`config.mk`:
```
export PLATFORM = sky130hd
export DESIGN_NAME = axi4lite_req_sequencer_flat
export DESIGN_NICKNAME = d
export VERILOG_FILES = /design/src/rtl/axi4lite_req_sequencer_pkg.sv /design/src/rtl/axi4lite_req_sequencer_if.sv /design/src/rtl/axi4lite_req_sequencer_rr_arb2.sv /design/src/rtl/axi4lite_req_sequencer.sv /design/src/flat_wrapper.sv
export SDC_FILE = /design/constraint.sdc
export NUM_CORES = 1
export LEC_CHECK = 0
export BUFFER_PORTS_ARGS = -buffer_cell sky130_fd_sc_hd__buf_2
export CELL_PAD_IN_SITES_DETAIL_PLACEMENT = 1
export CELL_PAD_IN_SITES_GLOBAL_PLACEMENT = 2
export CORE_UTILIZATION = 24
export DETAILED_ROUTE_END_ITERATION = 10
export PLACE_DENSITY_LB_ADDON = 0.05
export SLEW_MARGIN = 15
export SYNTH_ARGS = -nofsm -noshare
export SYNTH_HDL_FRONTEND = slang
export SYNTH_SLANG_ARGS = --single-unit
export TNS_END_PERCENT = 1
```
`constraint.sdc`:
```
create_clock -name clk -period 2 [get_ports clk]
set_clock_uncertainty 0.2 [all_clocks]
set_input_delay 0.3 -clock clk [delete_from_list [all_inputs] [get_ports clk]]
set_output_delay 0.3 -clock clk [all_outputs]
set_load 0.01 [all_outputs]
```
`src/rtl/axi4lite_req_sequencer_pkg.sv`:
```
// Shared types and constants for the two-requester AXI4-Lite request sequencer.
package axi4lite_seq_pkg;

  typedef enum logic [1:0] {
    IDLE  = 2'd0,
    ISSUE = 2'd1,
    WAIT  = 2'd2,
    RESP  = 2'd3
  } state_e;

  localparam logic REQ0  = 1'b0;
  localparam logic REQ1  = 1'b1;
  localparam int   CNT_W = 8;

endpackage

```
`src/rtl/axi4lite_req_sequencer_if.sv`:
```
// Bundle of requester-side and master-side signals around the sequencer.
interface axi4lite_req_sequencer_if #(
  parameter int ADDR_WIDTH = 2,
  parameter int DATA_WIDTH = 8
);
  logic                  r0_req;
  logic                  r0_we;
  logic [ADDR_WIDTH-1:0] r0_addr;
  logic [DATA_WIDTH-1:0] r0_wdata;
  logic                  r0_ack;
  logic                  r0_err;
  logic [DATA_WIDTH-1:0] r0_rdata;

  logic                  r1_req;
  logic                  r1_we;
  logic [ADDR_WIDTH-1:0] r1_addr;
  logic [DATA_WIDTH-1:0] r1_wdata;
  logic                  r1_ack;
  logic                  r1_err;
  logic [DATA_WIDTH-1:0] r1_rdata;

  logic                  start_write;
  logic                  start_read;
  logic [ADDR_WIDTH-1:0] write_addr;
  logic [ADDR_WIDTH-1:0] read_addr;
  logic [DATA_WIDTH-1:0] write_data;
  logic [DATA_WIDTH-1:0] read_data;
  logic                  done;
  logic                  busy;
  logic                  grant_id;

  // The sequencer itself
  modport slave (
    input  r0_req, r0_we, r0_addr, r0_wdata,
    input  r1_req, r1_we, r1_addr, r1_wdata,
    input  read_data, done,
    output r0_ack, r0_err, r0_rdata,
    output r1_ack, r1_err, r1_rdata,
    output start_write, start_read, write_addr, read_addr, write_data,
    output busy, grant_id
  );

  // Requesters plus the downstream master, seen from outside
  modport master (
    output r0_req, r0_we, r0_addr, r0_wdata,
    output r1_req, r1_we, r1_addr, r1_wdata,
    output read_data, done,
    input  r0_ack, r0_err, r0_rdata,
    input  r1_ack, r1_err, r1_rdata,
    input  start_write, start_read, write_addr, read_addr, write_data,
    input  busy, grant_id
  );

endinterface

```
`src/rtl/axi4lite_req_sequencer_rr_arb2.sv`:
```
// Two-way round-robin pick: under contention the requester that did not win last time wins.
module rr_arb2
  import axi4lite_seq_pkg::*;
(
  input  logic [1:0] req_i,
  input  logic       last_grant_i,
  output logic       grant_valid_o,
  output logic       grant_id_o
);

  // Combinational grant decision
  always_comb begin
    grant_valid_o = 1'b0;
    grant_id_o    = REQ0;
    case (req_i)
      2'b01: begin
        grant_valid_o = 1'b1;
        grant_id_o    = REQ0;
      end
      2'b10: begin
        grant_valid_o = 1'b1;
        grant_id_o    = REQ1;
      end
      2'b11: begin
        grant_valid_o = 1'b1;
        grant_id_o    = ~last_grant_i;
      end
      default: begin
        grant_valid_o = 1'b0;
        grant_id_o    = REQ0;
      end
    endcase
  end

endmodule

```
`src/rtl/axi4lite_req_sequencer.sv`:
```
// Shares one AXI4-Lite master user port between two requesters, one transaction at a time,
// with a bounded wait for the master's done pulse.
module axi4lite_req_sequencer
  import axi4lite_seq_pkg::*;
#(
  parameter int ADDR_WIDTH     = 2,
  parameter int DATA_WIDTH     = 8,
  parameter int TIMEOUT_CYCLES = 15
) (
  input logic                     clk,
  input logic                     rst,
  axi4lite_req_sequencer_if.slave bus
);

  localparam logic [CNT_W-1:0] CNT_LAST = CNT_W'(TIMEOUT_CYCLES - 1);
  localparam logic [CNT_W-1:0] CNT_ONE  = CNT_W'(1);

  state_e                state_q, state_d;
  logic                  last_grant_q, last_grant_d;
  logic                  grant_id_q, grant_id_d;
  logic                  we_q, we_d;
  logic [ADDR_WIDTH-1:0] addr_q, addr_d;
  logic [DATA_WIDTH-1:0] wdata_q, wdata_d;
  logic [CNT_W-1:0]      cnt_q, cnt_d;
  logic                  start_write_q, start_write_d;
  logic                  start_read_q, start_read_d;
  logic                  r0_ack_q, r0_ack_d, r1_ack_q, r1_ack_d;
  logic                  r0_err_q, r0_err_d, r1_err_q, r1_err_d;
  logic [DATA_WIDTH-1:0] r0_rdata_q, r0_rdata_d, r1_rdata_q, r1_rdata_d;

  logic                  arb_valid, arb_id;
  logic                  resp_fire, resp_err;
  logic [DATA_WIDTH-1:0] resp_data;

  rr_arb2 u_arb (
    .req_i         ({bus.r1_req, bus.r0_req}),
    .last_grant_i  (last_grant_q),
    .grant_valid_o (arb_valid),
    .grant_id_o    (arb_id)
  );

  // Next-state, request latching and timeout counting
  always_comb begin
    state_d       = state_q;
    last_grant_d  = last_grant_q;
    grant_id_d    = grant_id_q;
    we_d          = we_q;
    addr_d        = addr_q;
    wdata_d       = wdata_q;
    cnt_d         = cnt_q;
    start_write_d = 1'b0;
    start_read_d  = 1'b0;
    resp_fire     = 1'b0;
    resp_err      = 1'b0;
    resp_data     = {DATA_WIDTH{1'b0}};
    case (state_q)
      IDLE: begin
        if (arb_valid) begin
          grant_id_d    = arb_id;
          last_grant_d  = arb_id;
          we_d          = (arb_id == REQ1) ? bus.r1_we    : bus.r0_we;
          addr_d        = (arb_id == REQ1) ? bus.r1_addr  : bus.r0_addr;
          wdata_d       = (arb_id == REQ1) ? bus.r1_wdata : bus.r0_wdata;
          start_write_d = (arb_id == REQ1) ? bus.r1_we    : bus.r0_we;
          start_read_d  = (arb_id == REQ1) ? ~bus.r1_we   : ~bus.r0_we;
          state_d       = ISSUE;
        end else begin
          state_d = IDLE;
        end
      end
      ISSUE: begin
        cnt_d   = {CNT_W{1'b0}};
        state_d = WAIT;
      end
      WAIT: begin
        cnt_d = cnt_q + CNT_ONE;
        // done takes priority over a coincident timeout
        if (bus.done) begin
          resp_fire = 1'b1;
          resp_data = we_q ? {DATA_WIDTH{1'b0}} : bus.read_data;
          state_d   = RESP;
        end else if (cnt_q == CNT_LAST) begin
          resp_fire = 1'b1;
          resp_err  = 1'b1;
          state_d   = RESP;
        end else begin
          state_d = WAIT;
        end
      end
      RESP: begin
        cnt_d   = {CNT_W{1'b0}};
        state_d = IDLE;
      end
      default: begin
        state_d = IDLE;
      end
    endcase
  end

  // Route the response only to the granted requester
  always_comb begin
    r0_ack_d   = 1'b0;
    r1_ack_d   = 1'b0;
    r0_err_d   = 1'b0;
    r1_err_d   = 1'b0;
    r0_rdata_d = {DATA_WIDTH{1'b0}};
    r1_rdata_d = {DATA_WIDTH{1'b0}};
    if (resp_fire) begin
      if (grant_id_q == REQ1) begin
        r1_ack_d   = 1'b1;
        r1_err_d   = resp_err;
        r1_rdata_d = resp_data;
      end else begin
        r0_ack_d   = 1'b1;
        r0_err_d   = resp_err;
        r0_rdata_d = resp_data;
      end
    end else begin
      r0_ack_d = 1'b0;
      r1_ack_d = 1'b0;
    end
  end

  // State and output registers
  always_ff @(posedge clk) begin
    if (rst) begin
      state_q       <= IDLE;
      last_grant_q  <= REQ1;
      grant_id_q    <= REQ0;
      we_q          <= 1'b0;
      addr_q        <= {ADDR_WIDTH{1'b0}};
      wdata_q       <= {DATA_WIDTH{1'b0}};
      cnt_q         <= {CNT_W{1'b0}};
      start_write_q <= 1'b0;
      start_read_q  <= 1'b0;
      r0_ack_q      <= 1'b0;
      r1_ack_q      <= 1'b0;
      r0_err_q      <= 1'b0;
      r1_err_q      <= 1'b0;
      r0_rdata_q    <= {DATA_WIDTH{1'b0}};
      r1_rdata_q    <= {DATA_WIDTH{1'b0}};
    end else begin
      state_q       <= state_d;
      last_grant_q  <= last_grant_d;
      grant_id_q    <= grant_id_d;
      we_q          <= we_d;
      addr_q        <= addr_d;
      wdata_q       <= wdata_d;
      cnt_q         <= cnt_d;
      start_write_q <= start_write_d;
      start_read_q  <= start_read_d;
      r0_ack_q      <= r0_ack_d;
      r1_ack_q      <= r1_ack_d;
      r0_err_q      <= r0_err_d;
      r1_err_q      <= r1_err_d;
      r0_rdata_q    <= r0_rdata_d;
      r1_rdata_q    <= r1_rdata_d;
    end
  end

  assign bus.start_write = start_write_q;
  assign bus.start_read  = start_read_q;
  assign bus.write_addr  = addr_q;
  assign bus.read_addr   = addr_q;
  assign bus.write_data  = wdata_q;
  assign bus.r0_ack      = r0_ack_q;
  assign bus.r1_ack      = r1_ack_q;
  assign bus.r0_err      = r0_err_q;
  assign bus.r1_err      = r1_err_q;
  assign bus.r0_rdata    = r0_rdata_q;
  assign bus.r1_rdata    = r1_rdata_q;
  assign bus.busy        = (state_q != IDLE);
  assign bus.grant_id    = grant_id_q;

endmodule

```
`src/flat_wrapper.sv`:
```
// flat-port wrapper written by rule: the top's interface ports become plain ports
module axi4lite_req_sequencer_flat import axi4lite_seq_pkg::*;
#(
  parameter int ADDR_WIDTH     = 2,
  parameter int DATA_WIDTH     = 8,
  parameter int TIMEOUT_CYCLES = 15
)
  (clk, rst, bus_r0_req, bus_r0_we, bus_r0_addr, bus_r0_wdata, bus_r1_req, bus_r1_we, bus_r1_addr, bus_r1_wdata, bus_read_data, bus_done, bus_r0_ack, bus_r0_err, bus_r0_rdata, bus_r1_ack, bus_r1_err, bus_r1_rdata, bus_start_write, bus_start_read, bus_write_addr, bus_read_addr, bus_write_data, bus_busy, bus_grant_id);
  axi4lite_req_sequencer_if #(.ADDR_WIDTH(ADDR_WIDTH), .DATA_WIDTH(DATA_WIDTH)) bus_i ();
  input logic clk;
  input logic rst;
  input wire logic [$bits(bus_i.r0_req)-1:0] bus_r0_req;
  input wire logic [$bits(bus_i.r0_we)-1:0] bus_r0_we;
  input wire logic [$bits(bus_i.r0_addr)-1:0] bus_r0_addr;
  input wire logic [$bits(bus_i.r0_wdata)-1:0] bus_r0_wdata;
  input wire logic [$bits(bus_i.r1_req)-1:0] bus_r1_req;
  input wire logic [$bits(bus_i.r1_we)-1:0] bus_r1_we;
  input wire logic [$bits(bus_i.r1_addr)-1:0] bus_r1_addr;
  input wire logic [$bits(bus_i.r1_wdata)-1:0] bus_r1_wdata;
  input wire logic [$bits(bus_i.read_data)-1:0] bus_read_data;
  input wire logic [$bits(bus_i.done)-1:0] bus_done;
  output wire logic [$bits(bus_i.r0_ack)-1:0] bus_r0_ack;
  output wire logic [$bits(bus_i.r0_err)-1:0] bus_r0_err;
  output wire logic [$bits(bus_i.r0_rdata)-1:0] bus_r0_rdata;
  output wire logic [$bits(bus_i.r1_ack)-1:0] bus_r1_ack;
  output wire logic [$bits(bus_i.r1_err)-1:0] bus_r1_err;
  output wire logic [$bits(bus_i.r1_rdata)-1:0] bus_r1_rdata;
  output wire logic [$bits(bus_i.start_write)-1:0] bus_start_write;
  output wire logic [$bits(bus_i.start_read)-1:0] bus_start_read;
  output wire logic [$bits(bus_i.write_addr)-1:0] bus_write_addr;
  output wire logic [$bits(bus_i.read_addr)-1:0] bus_read_addr;
  output wire logic [$bits(bus_i.write_data)-1:0] bus_write_data;
  output wire logic [$bits(bus_i.busy)-1:0] bus_busy;
  output wire logic [$bits(bus_i.grant_id)-1:0] bus_grant_id;
  assign bus_i.r0_req = bus_r0_req;
  assign bus_i.r0_we = bus_r0_we;
  assign bus_i.r0_addr = bus_r0_addr;
  assign bus_i.r0_wdata = bus_r0_wdata;
  assign bus_i.r1_req = bus_r1_req;
  assign bus_i.r1_we = bus_r1_we;
  assign bus_i.r1_addr = bus_r1_addr;
  assign bus_i.r1_wdata = bus_r1_wdata;
  assign bus_i.read_data = bus_read_data;
  assign bus_i.done = bus_done;
  assign bus_r0_ack = bus_i.r0_ack;
  assign bus_r0_err = bus_i.r0_err;
  assign bus_r0_rdata = bus_i.r0_rdata;
  assign bus_r1_ack = bus_i.r1_ack;
  assign bus_r1_err = bus_i.r1_err;
  assign bus_r1_rdata = bus_i.r1_rdata;
  assign bus_start_write = bus_i.start_write;
  assign bus_start_read = bus_i.start_read;
  assign bus_write_addr = bus_i.write_addr;
  assign bus_read_addr = bus_i.read_addr;
  assign bus_write_data = bus_i.write_data;
  assign bus_busy = bus_i.busy;
  assign bus_grant_id = bus_i.grant_id;
  axi4lite_req_sequencer #(.ADDR_WIDTH(ADDR_WIDTH), .DATA_WIDTH(DATA_WIDTH), .TIMEOUT_CYCLES(TIMEOUT_CYCLES)) u_core (.clk(clk), .rst(rst), .bus(bus_i));
endmodule
```
### After elaboration in Yosys (flattened, before gate mapping)

Cells that the tools add are included.

| operators by class | value |
|---|---|
| add/subtract/negate cells | 1 |
| eq/ne operators | 7 |
| mux-type cells | 21 |
| bitwise logic cells | 7 |
| reduce and logical (&&, ||, !) cells | 10 |

Operators with widths:

| kind | count |
|---|---|
| $mux 8 | 4 |
| $pmux 8 s2 | 1 |
| $mux 1 | 12 |
| $reduce_or 3->1 | 4 |
| $add 8x1->8 const B | 1 |
| $eq 2x2->1 const B | 4 |
| $eq 8x4->1 const B | 1 |
| $pmux 2 s4 | 1 |
| $not 1->1 | 7 |
| $eq 2x1->1 const B | 2 |
| $mux 2 | 2 |
| $reduce_bool 2->1 | 2 |
| $reduce_or 2->1 | 2 |
| $logic_not 2->1 | 1 |
| $pmux 1 s2 | 1 |
| $reduce_and 2->1 | 1 |

| word-level totals | value |
|---|---|
| register bits after elaboration | 45 |
| logic and storage cells | 61 |

### Logic depth before layout (Yosys ltp)

| logic depth | value |
|---|---|
| word-level depth | 6 |
| gate-level depth with buffers | 6 |
| mapped depth without buffers | 5 |

### Cells and area by module

A second synthesis with hierarchy kept.

| second synthesis, totals | value |
|---|---|
| cells, all modules | 172 |
| area total of the unflattened synthesis | 1,771.7 sq um |

Modules (own cells, without submodules):

| module | instances | cells an instance | area an instance (sq um) | sequential area each (sq um) |
|---|---|---|---|---|
| axi4lite_req_sequencer | 1 | 170 | 1,757.9 | 900.9 |
| rr_arb2 | 1 | 2 | 13.8 | 0.0 |

### Worst setup path before layout

Ideal clock, no wire load.

| timing | value |
|---|---|
| path kind | register -> register |
| from | reg u_core.cnt_q[1] |
| to | reg u_core.state_q[0] |
| setup time | 0.086 ns |
| arrival time | 1.663 ns |
| required time | 1.714 ns |
| path slack | 0.051 ns |
| stages on the path, launching flop included | 5 |
| path buffers | 0 |
| cell sequence | dfxtp_1 -> ha_1 -> or4b_1 -> or4_4 -> a221oi_2 |

| between the ends | value |
|---|---|
| longest elaborated chain between the ends | 4 |

Ends and longest elaborated chain:

| element | line | RTL |
|---|---|---|
| from (decl) | axi4lite_req_sequencer.sv:24 | `logic [CNT_W-1:0] cnt_q, cnt_d;` |
| from (signal assigned) | axi4lite_req_sequencer.sv:133 | `cnt_q <= {CNT_W{1'b0}};` |
| from (signal assigned) | axi4lite_req_sequencer.sv:149 | `cnt_q <= cnt_d;` |
| $eq 8x4->1 | axi4lite_req_sequencer.sv:82 | `end else if (cnt_q == CNT_LAST) begin` |
| $mux 1 | axi4lite_req_sequencer.sv:82 |  |
| $mux 2 | axi4lite_req_sequencer.sv:78 | `if (bus.done) begin` |
| $pmux 2 s4 | axi4lite_req_sequencer.sv:56 | `case (state_q)` |
| to (signal assigned) | axi4lite_req_sequencer.sv:143 | `state_q <= state_d;` |
| to (decl) | axi4lite_req_sequencer.sv:18 | `state_e state_q, state_d;` |

No other way between the ends.
A chain may end at the register's enable or synchronous reset.

### Final worst setup path

| timing | value |
|---|---|
| from | reg u_core.cnt_q[0] |
| to | reg u_core.state_q[0] |

The elaborated chain is that of the path after synthesis.

==> flow_summary_export.csv <==
group,metric,value,unit
clocking,cts_tree,"yes",
layout,finalInstanceArea,2410,um2
route,vias_per_cell,4.28,
setup_path,crit_fanout,5,
timing,layout_setup_ws,15.5,ps
setup_path,path_buf_inv,1,
synthesis,synth_seq_cells,45,
layout,antennaDiodeCount,0,
setup_path,cp_slowest_cell,"or4_4",
power_and_ir_drop,fin_total_pwr,0.00241,W
timing,maxSlewHeadroom,0.457,
global_routing,grt_overflow,0,
run_status,status,"finished clean",
timing,tightestPinTransition,808,ps
synthesis,ys_types,36,
setup_path,setup.worst_path.end,"u_core.state_q[0]",
synthesis,synth_top_area_share,0.524,
setup_path,path_cells,"inv_2, ha_1, or4b_4, or4_4, a221oi_2",
global_routing,grt_use_total,0.135,
timing,period_share,0.992,
setup_path,crit_arrival,2000,ps
synthesis,synth_compound_area_frac,0.161,
synthesis,syn_area,1720,um2
clocking,clk_path_buf_depth,2,
global_routing,grt_pass1_wl,7780,um
floorplanning,die_area,7500,um2
global_routing,grt_pass1_vias,1561,
setup_path,r2r_setup_slack,20,ps
clocking,h-tree-depth,2,
power_and_ir_drop,p_leak,1.11,nW
floorplanning,ioPinCount,71,
timing,finalSetupTns,0,ps
layout,nFillCells,825,
min_path,hold_path.class,"in2reg",
synthesis,synth_warnings,0,
floorplanning,coreArea,6870,um2
route,drtIter0Drc,24,
synthesis,synthArstFlopShare,0,
timing,hold_violations,0,
timing,max_freq,504,MHz
synthesis,synth_edf_count,0,
setup_path,crit_path_end_kind,"register",
placement,routabilityCongestion,0.665,
synthesis,avgSynthCellArea,9.49,um2
setup_path,required,2020,ps
clocking,clk_latency,300,ps
layout,area_growth_syn_to_layout,40.4,%
flow_run,maxCapViolCount,0,
floorplanning,dieHeight,86.6,um
synthesis,synth_area_leaders,"dfxtp_1 (52%), and2_1 (5.8%), a21oi_1 (5.5%)",
synthesis,syn_inst,181,
timing,rsz0062_at_grt,"true",
setup_path,reg2reg_depth,5,
global_routing,antenna_found_initial,0,
route,wl_per_cell,12.8,um
layout,drive_gt1_frac,0.410,
setup_path,worstReg2RegStart,"u_core.cnt_q[0]",
setup_path,timing.rr.end,"u_core.state_q[0]",
setup_path,critPathMaxStageDelay,540,ps
placement,place_hpwl,3400,um
power_and_ir_drop,irDropWorstVdd,348,uV
layout,final_core_util,0.351,
global_routing,grt_max_degree,17,
floorplanning,start_util,0.250,
clocking,cts.sinks,45,
floorplanning,fp.dieW,86.6,um
placement,placed_area,2270,um2
timing,min_period,1980,ps
setup_path,startpoint,"u_core.cnt_q[0]",
clocking,root_buffer,"clkbuf_8",
placement,port_buffers,70,
floorplanning,floorplan.rows,30,
timing,setup_viol,0,
synthesis,synth_fa_ha_area_frac,0.0510,
clocking,clkSlewWorstSetupHoldPaths,100,ps
placement,dpl_worst_slack,28.4,ps
synthesis,synth-simple-area-share,0.213,
setup_path,cp_top_family,"simple AND/OR/NAND/NOR gates",
synthesis,synth-xor-area-share,0.0102,
setup_path,cp_num_cells,5,
synthesis,muxShareOfSynthArea,0.00583,
setup_path,critPathKind,"reg2reg",
setup_path,worst_setup_path_start_kind,"register",
synthesis,synth_top_family_by_area,"simple AND/OR/NAND/NOR gates",
clocking,post_cts_buffers,0,
route,vias,1559,
route,wirelength,4670,um
power_and_ir_drop,power.density,999,nW/um2
route,drt_first_pass_iters,4,
timing,drv_slew,0,
synthesis,ys.flop_type,"dfxtp_1",
clocking,cts_made_buffers,5,
layout,nets,309,
synthesis,post-synth-top-area-cell,"dfxtp_1",
synthesis,synth-seq-area-share,0.524,
route,antenna_left,0,
synthesis,synthesis.nets,223,
route,drc,0,
-- Yosys cell counts (2+ instances only) --
cell / number
ha_1: 7
o21ai_0: 5
buf_4: 2
a21oi_1: 19
inv_1: 5
xor2_1: 2
nand2b_1: 2
nor2_1: 19
clkbuf_1: 6
nor4_1: 2
a211oi_1: 11
nor3_1: 4
or3_1: 3
and2_1: 16
dfxtp_1: 45
nand2_1: 12
nand4b_1: 2
-- sequential cells by signal (all words and copies together) (netlist names), 2 cells and up --
| register | cells |
|---|---|
| u_core.state_q | 2 |
| u_core.bus.read_addr | 2 |
| u_core.bus.r0_rdata | 8 |
| u_core.cnt_q | 8 |
| u_core.bus.write_data | 8 |
| u_core.bus.r1_rdata | 8 |
-- what timing repair did --
item	in CTS	in global routing
hold buffers	0	1
endpoints found under the setup margin	0	33
hold endpoints to repair	0	1
resized for setup	0	9
-- power breakdown --
part	internal [W]	switching, W
combinational	0.000345	0.000398
clock	0.000255	0.000357
sequential	0.000997	0.0000583
-- through the flow --
stage	hold slack (ps)	instances
after detailed placement	295	355
after CTS	0.699	363
final	6.77	364
after global placement	278	355
after floorplan	178	181
after global routing	1.92	364
-- logic make-up after synthesis --
family | Yosys count
buf+inv | 14
flops | 45
xor+xnor | 2
fa+ha+maj | 7
compound gates | 43
simple gates | 69
mux | 1
-- cells in the final DEF (no fill, tap or decap), drive strengths merged, types with 2 or more instances in the layout --
| cell | instances |
|---|---|
| o21ai | 5 |
| inv | 7 |
| ha | 7 |
| or3 | 4 |
| nand2b | 2 |
| nor3 | 4 |
| nor4 | 2 |
| nor2 | 19 |
| a211oi | 12 |
| xor2 | 2 |
| clkbuf | 5 |
| and2 | 16 |
| buf | 87 |
| nand4b | 2 |
| dfxtp | 45 |
| a21oi | 19 |
| nand2 | 12 |
-- final cells by class --
class / instances / area, um2 / share of cell area
multi-input cells: 122 / 790 / 0.327
flip-flops and latches: 45 / 902 / 0.374
inverters: 5 / 18.8 / 0.00778
repair buffers: 88 / 488 / 0.202
clock inverters: 3 / 25.0 / 0.0104
clock buffers: 5 / 68.8 / 0.0285
well taps: 96 / 120 / 0.0498
-- worst min-delay path by stage --
stage,start,end,cells after the start
floorplan,bus_done,u_core.bus.r0_err,1
global placement,u_core.cnt_q[7],u_core.cnt_q[7],2
detailed placement,u_core.bus.write_data[0],u_core.bus.write_data[0],2
CTS,bus_read_data[1],u_core.bus.r0_rdata[1],2
global route,bus_read_data[1],u_core.bus.r1_rdata[1],2
finish,bus_read_data[5],u_core.bus.r1_rdata[5],2
-- layer usage --
layer,up-vias,GRT usage,share of wire
met4,0,0.0318,0.0096
met1,711,0.167,0.45
met3,4,0.0390,0.052
met2,50,0.232,0.48
met5,-,0,0
li1,794,-,-
No activity file was read; power rests on OpenSTA's default activity.
